**config.mk**
```make
export PLATFORM = sky130hd
export DESIGN_NAME = result_lane_serializer
export DESIGN_NICKNAME = d
export VERILOG_FILES = /design/src/rtl/result_lane_serializer.sv
export SDC_FILE = /design/constraint.sdc
export NUM_CORES = 1
export LEC_CHECK = 0
export ABC_AREA = 1
export BUFFER_PORTS_ARGS = -buffer_cell sky130_fd_sc_hd__buf_2
export CAP_MARGIN = 25
export CORE_MARGIN = 4
export CORE_UTILIZATION = 40
export CTS_BUF_LIST = sky130_fd_sc_hd__clkbuf_4
export DETAILED_ROUTE_END_ITERATION = 6
export PLACE_DENSITY = 0.64
export RECOVER_POWER = 100
export SYNTH_ARGS = -nofsm -noshare
export SYNTH_HDL_FRONTEND = slang
export SYNTH_SLANG_ARGS = --single-unit
```
**constraint.sdc**
```tcl
create_clock -name clk -period 2.77 [get_ports clk]
set_input_delay 0.554 -clock clk [delete_from_list [all_inputs] [get_ports clk]]
set_output_delay 0.554 -clock clk [all_outputs]
set_load 0.03 [all_outputs]
```
**src/rtl/result_lane_serializer.sv**
```systemverilog
// rtl/result_lane_serializer.sv - captures an N-lane packed result word and streams it one lane per transfer
module result_lane_serializer #(
  parameter  int N  = 4,
  parameter  int W  = 17,
  localparam int IW = $clog2(N)
) (
  input  logic           clk,
  input  logic           rst,
  input  logic           y_valid,
  input  logic [N*W-1:0] y,
  output logic           y_ready,
  output logic           lane_valid,
  input  logic           lane_ready,
  output logic [W-1:0]   lane_data,
  output logic [IW-1:0]  lane_idx,
  output logic           lane_last,
  output logic           drop_err
);

  typedef enum logic {
    IDLE = 1'b0,
    SEND = 1'b1
  } state_t;

  localparam logic [IW-1:0] LAST_IDX = IW'(N - 1);

  state_t          state_q, state_d;
  logic [N*W-1:0]  hold_q, hold_d;
  logic [IW-1:0]   idx_q, idx_d;
  logic            drop_q, drop_d;

  logic            idx_is_last;
  logic            lane_xfer;
  logic            accept;

  // The output side is a pure function of registered state, hold and index.
  assign lane_valid  = (state_q == SEND);
  assign lane_idx    = idx_q;
  assign drop_err    = drop_q;
  assign idx_is_last = (idx_q == LAST_IDX);
  assign lane_last   = lane_valid & idx_is_last;
  assign lane_xfer   = lane_valid & lane_ready;

  // Select the current lane out of the hold register; index values >= N never occur.
  always_comb begin
    lane_data = '0;
    for (int k = 0; k < N; k++) begin
      if (idx_q == IW'(k)) begin
        lane_data = hold_q[k*W +: W];
      end
    end
  end

  // Next-state logic: accept a word when idle or when the last lane leaves, otherwise walk the lanes.
  always_comb begin
    state_d = state_q;
    hold_d  = hold_q;
    idx_d   = idx_q;
    y_ready = (state_q == IDLE) | (lane_xfer & idx_is_last);
    accept  = y_valid & y_ready;
    drop_d  = drop_q | (y_valid & ~y_ready);

    unique case (state_q)
      IDLE: begin
        if (accept) begin
          hold_d  = y;
          idx_d   = '0;
          state_d = SEND;
        end
      end
      SEND: begin
        if (lane_xfer) begin
          if (idx_is_last) begin
            // Back-to-back frames: a word offered alongside the last lane is taken with no bubble.
            idx_d = '0;
            if (accept) begin
              hold_d  = y;
              state_d = SEND;
            end else begin
              state_d = IDLE;
            end
          end else begin
            idx_d = idx_q + IW'(1);
          end
        end
      end
      default: begin
        state_d = IDLE;
        idx_d   = '0;
      end
    endcase
  end

  // State, hold, index and sticky drop registers; reset discards any frame in flight.
  always_ff @(posedge clk or posedge rst) begin
    if (rst) begin
      state_q <= IDLE;
      hold_q  <= '0;
      idx_q   <= '0;
      drop_q  <= 1'b0;
    end else begin
      state_q <= state_d;
      hold_q  <= hold_d;
      idx_q   <= idx_d;
      drop_q  <= drop_d;
    end
  end

endmodule

```
==> results of run 1 <==
worst reg2reg max path: stages, from the launching register on:
cell and delay (ps):
dfrtp_1 450, ha_1 260, nand2_1 110, nand2_4 140, nand2_1 440, clkbuf_4 640, nand2_1 150, nand2_1 100
state kept, by name (all words and copies together), names as in the netlist:
register / flops
drop_err: 1
hold_q: 68
lane_idx: 2
lane_valid: 1
placed cells by master (no fill, tap or decap):
cell type / Yosys / final
buf_4: 2 / 5
clkinvlp_4: 0 / 1
clkinv_1: 1 / 3
clkbuf_2: 0 / 18
inv_1: 23 / 23
a21oi_1: 34 / 34
dfrtp_1: 72 / 72
o21bai_1: 1 / 1
nand2_1: 209 / 211
o21ai_0: 3 / 3
clkbuf_1: 9 / 8
clkbuf_4: 0 / 10
nand3_1: 85 / 85
buf_2: 20 / 71
clkinv_2: 0 / 2
ha_1: 4 / 4
nand2_4: 1 / 1
bufinv_16: 0 / 1
routing by layer:
| layer | up-vias | GRT usage (%) | part of all wire [%] |
|---|---|---|---|
| li1 | 1646 | - | - |
| met2 | 101 | 28.3 | 44 |
| met4 | 0 | 7.77 | 2.7 |
| met5 | - | 0 | 0 |
| met1 | 1506 | 28.4 | 47 |
| met3 | 17 | 3.48 | 6.8 |
how the worst max path moves through the flow:
stage                start           end  slack, ps  cells past startpoint
2_1_floorplan          rst      drop_err        390                      1
3_3_place_gp   lane_idx[1]  lane_data[1]        550                      8
3_5_place_dp   lane_idx[1]  lane_data[2]        520                      8
4_1_cts        lane_idx[1]  lane_data[2]         60                      8
5_1_grt        lane_idx[1]  lane_data[2]          9                      8
6_report       lane_idx[1]  lane_data[2]        170                      8
power breakdown:
group,switching [W],internal (W)
Clock,0.000366,0.000259
Combinational,0.00167,0.000701
Sequential,0.000297,0.00152
Total,0.00233,0.00248
stage by stage:
| step | utilization, % | hold slack [ps] |
|---|---|---|
| finish | 47.7 | 362 |
| global route | 47.7 | 360 |
| CTS | 48.1 | 199 |
| floorplan | - | 442 |
| global placement | 46.7 | 454 |
| detailed placement | 46.7 | 458 |
final cells by class:
class	instances	area, sq um	area share (%)
Tap cell	108	135	3.26
Inverter	24	93.8	2.27
Clock buffer	9	67.6	1.63
Multi-Input combinational cell	339	1470	35.5
Clock inverter	6	51.3	1.24
Sequential cell	72	1800	43.5
Timing Repair Buffer	103	520	12.6
logic make-up after synthesis:
logic type / synth area share, %
adder cells (fa/ha/maj): 1.41
AND/OR/NAND/NOR: 34.7
buffers and inverters: 7.78
AO/OA/AOI/OAI: 5.42
flip-flops: 50.7
==> impl_metrics.ini, run 1 <==
[clock_tree]
cts_buffer_depth = 2
clock_latency_ps = 410
path_clk_slew_ps = 110
htree_levels = 3
cts_sinks = 72
numCtsBuffers = 9
hold_buffers = 0
cts_tree = built
cts_resized = 0
post_cts_buffers = 0
cts_root_buf = clkbuf_4

[global_route]
grt_max_degree = 54
grt_pass1_wl_mm = 15.4
grt_remaining_overflow = 0
track_usage_pct = 19.3
antenna_found_initial = 0
first_global_vias = 3111

[drt]
dr.pass1.iters = 4
wl_per_cell_um = 14.9
route.vias.total = 3270
drtIter0Drc = 190
ant_nets = 0
viasPerCell = 4.95
routed_wl_mm = 9.86
remaining_drc_errors = 0

[outcome]
status = complete, no violations

[min_path]
hold_class = in2reg
hold_end = hold_q[62]
hold_path_depth = 3
min_from = y[62]

[worst_setup_path]
critical-path-max-stage-delay_ps = 420
critical_path.slowest_cell = dfrtp_1
cp_top_family = buffers and inverters
worstPathRequired_ps = 2220
critical_path_arrival_ps = 2050
r2r_cells = 7
r2r_start = lane_idx[0]
critPathCaptureType = primary output
cp.buffers_inverters = 3
r2r_end = hold_q[33]
crit_top_cell = nand2_1
path_class = reg2out
rrSetupSlack_ps = 430
path_cells = inv_1 -> ha_1 -> clkinvlp_4 -> nand3_1 -> nand2_1 -> nand2_1 -> nand2_1 -> buf_2
worstSetupStartpointType = flip-flop
cp_max_fo = 17

[flow_run]
cap_violations = 0

[floorplanning]
io_pins = 95
die_x_um = 102
design.die.area_sq_um = 10500
num_rows = 34
start_util_pct = 41.0
die_h_um = 102
coreArea_sq_um = 8680

[sta]
finalSetupTns_ps = 0
rsz0062_at_grt = no
setup_slack_ps = 170
period_share_pct = 93.9
slew_headroom_pct = 23.2
fmax_mhz = 385
drv_slew = 0
finalClockSkew_ps = 8.09
min_period_ps = 2600
setup_violations = 0
worstMarginPinSlew_ps = 1150
hold_viol = 0

[logic_synthesis]
synth_common_cells = nand2_1 (209), nand3_1 (85), dfrtp_1 (72), a21oi_1 (34), inv_1 (23)
synth-main-ff-cell = dfrtp_1
synth_top_area_cell = dfrtp_1
ys_seq_area_share_pct = 50.7
synthTopCellsByArea = dfrtp_1 (51%), nand2_1 (22%), nand3_1 (12%), a21oi_1 (4.8%), buf_2 (2.8%)
synth_top_cell_area_share_pct = 50.7
synth_cell_types = 16
synth_nets = 546
yosysMostFrequentCell = nand2_1
synth_seq_cells = 72
async_flop_share_pct = 100
syn_inst = 470
yosys_warnings = 0
synth-edff-count = 0
synth_area_sq_um = 3550
avgSynthCellArea_sq_um = 7.56

[pwr]
pwr_density_cell_nw_per_um2 = 1160
ir_drop_mv = 0.633
power_w = 0.00481
p_leak_nw = 2.36

[layout]
insertedDiodeCount = 0
nets = 625
final_cells = 661
final_area_sq_um = 4140
fillers = 942
area_growth_pct = 16.5
layout-drive-gt1-share_pct = 19.7

[placement]
port-buffer-count = 94
dp_hpwl_mm = 7.16
gp_congestion = 0.883
place_ws_ps = 524
dp_cells = 646
place_area_sq_um = 4050
Note: power is estimated with default switching activity, not from simulation.
==> run 2: changes to the inputs <==
--- a/config.mk
+++ b/config.mk
@@ -12,7 +12,6 @@
 export CORE_UTILIZATION = 40
 export CTS_BUF_LIST = sky130_fd_sc_hd__clkbuf_4
 export DETAILED_ROUTE_END_ITERATION = 6
-export PLACE_DENSITY = 0.64
 export RECOVER_POWER = 100
 export SYNTH_ARGS = -nofsm -noshare
 export SYNTH_HDL_FRONTEND = slang
==> impl_metrics.ini, run 2 (synthesis gave the netlist of run 1 again) <==
[pwr]
pwr_density_cell_nw_per_um2 = 1190
power_frac_clock_pct = 15.1
p_comb_share_pct = 48.5
p_seq_share_pct = 36.4
p_switching_w = 0.00238
ir_drop_mv = 0.559
p_leak_nw = 2.39
internal-power_w = 0.00264
switching_share_pct = 47.4

[global_route]
grt_max_degree = 55
first_global_vias = 3195
grt_pass1_wl_mm = 16.2
antenna_found_initial = 0
track_usage_pct = 20.5
grt_remaining_overflow = 0

[layout]
final_cells = 662
nets = 625
largest_register_ffs = 68
layout_common_cells = nand2_1 (211), nand3_1 (85), dfrtp_1 (72), buf_2 (71), a21oi_1 (34)
insertedDiodeCount = 0
area_growth_pct = 18.4
largest_register = hold_q
layout-drive-gt1-share_pct = 20.8
final_common_cell = nand2_1

[clock_tree]
cts_root_buf = clkbuf_4
cts_buffer_depth = 2
cts_sinks = 72
hold_buffers = 0
htree_levels = 3
numCtsBuffers = 9
clock_latency_ps = 420
cts_tree = built
path_clk_slew_ps = 120

[placement]
dp_hpwl_mm = 7.28
gp_congestion = 0.873
dp_cells = 645
port-buffer-count = 94

[sta]
drv_slew = 39
rsz0062_at_grt = no
fmax_mhz = 382
hold_viol = 0
setup_violations = 0
slew_headroom_pct = -9.37
period_share_pct = 94.4
worstMarginPinSlew_ps = 1640
finalSetupTns_ps = 0
finalClockSkew_ps = 9.46
min_period_ps = 2620

[drt]
viasPerCell = 5.00
route.vias.total = 3310
ant_nets = 0
wl_per_cell_um = 15.4
remaining_drc_errors = 0
drtIter0Drc = 214
routed_wl_mm = 10.2
dr.pass1.iters = 4

[worst_setup_path]
critPathCaptureType = primary output
crit_top_cell = nand2_1
critical_path_arrival_ps = 2060
path_class = reg2out
worstPathRequired_ps = 2220
cp_max_fo = 34
critical_path.slowest_cell = dfrtp_1
worstSetupStartpointType = flip-flop
path_cells = inv_1 -> ha_1 -> buf_4 -> a21oi_1 -> nand2_1 -> nand2_1 -> nand2_1 -> clkbuf_2
critical-path-max-stage-delay_ps = 440

[floorplanning]
start_util_pct = 41.0
io_pins = 95
die_h_um = 102
die_x_um = 102
coreArea_sq_um = 8680
num_rows = 34
design.die.area_sq_um = 10500

[outcome]
status = complete, but fails checks
violations = capacitance limit, slew limit

[min_path]
hold_class = in2reg

[flow_run]
cap_violations = 1
-- run 2: changes by cell type in the layout (fill, tap and decap cells not counted), sizes merged --
cell,previous run,this run
clkinv,5,2
buf,76,77
bufinv,1,2
clkbuf,36,37
clkinvlp,1,2
-- run 2: power by group through the flow --
stage / Combinational [W] / Sequential [W] / Clock, W
6_report: 0.00244 / 0.00183 / 0.000760
5_1_grt: 0.00274 / 0.00188 / 0.000814
4_1_cts: 0.00243 / 0.00183 / 0.000778
3_5_place_dp: 0.00241 / 0.00184 / 0
3_3_place_gp: 0.00239 / 0.00184 / 0
2_1_floorplan: 0.00176 / 0.00176 / 0
-- run 2: timing repair --
| action | CTS | global route |
|---|---|---|
| hold endpoints to repair | 0 | 0 |
| endpoints found under the setup margin | 0 | 17 |
| gates resized for setup | 0 | 2 |
| buffers inserted | 0 | 1 |
-- run 2: per-stage QoR --
stage | total power [W] | worst slack (ps) | utilization (%) | cell area (sq um) | hold slack [ps]
floorplan | 0.00353 | 391 | - | 3550 | 442
global placement | 0.00423 | 510 | 46.8 | 4060 | 454
detailed placement | 0.00425 | 495 | 46.8 | 4060 | 459
CTS | 0.00503 | 6.40 | 48.7 | 4220 | 238
global route | 0.00543 | 13.2 | 48.5 | 4210 | 334
finish | 0.00502 | 154 | 48.5 | 4210 | 346
-- run 2: worst paths after layout --
kind                              from       endpoint  depth (start not counted)  slack (ps)
max in group asynchronous          rst     hold_q[54]                          3         670
hold / removal                   y[59]     hold_q[59]                          3         350
min in group asynchronous          rst     lane_valid                          2         450
hold reg to reg             hold_q[50]     hold_q[50]                          2         490
setup reg to reg           lane_idx[0]     hold_q[47]                          6         210
setup / recovery           lane_idx[0]  lane_data[12]                          8         150
-- run 2: worst max-delay path: cells and delay by family, from the launching register on --
family	cells	cell delay [ps]
flops	1	440
simple gates	3	240
fa+ha+maj	1	180
buf+inv	3	690
compound gates	1	70
-- run 2: metal layers --
layer | track usage (%) | share of wire (%) | vias up
met5 | 0 | 0 | -
met4 | 7.37 | 2.5 | 0
met3 | 5.32 | 7.8 | 15
met2 | 30.9 | 44 | 117
met1 | 28.6 | 45 | 1536
li1 | - | - | 1642
-- run 2: final cells by class --
class                           instances  area [sq um]
Inverter                               24          93.8
Timing Repair Buffer                  103           547
Fill cell                             948          4470
Sequential cell                        72          1800
Tap cell                              108           135
Clock buffer                           11          82.6
Clock inverter                          5          81.3
Multi-Input combinational cell        339          1470
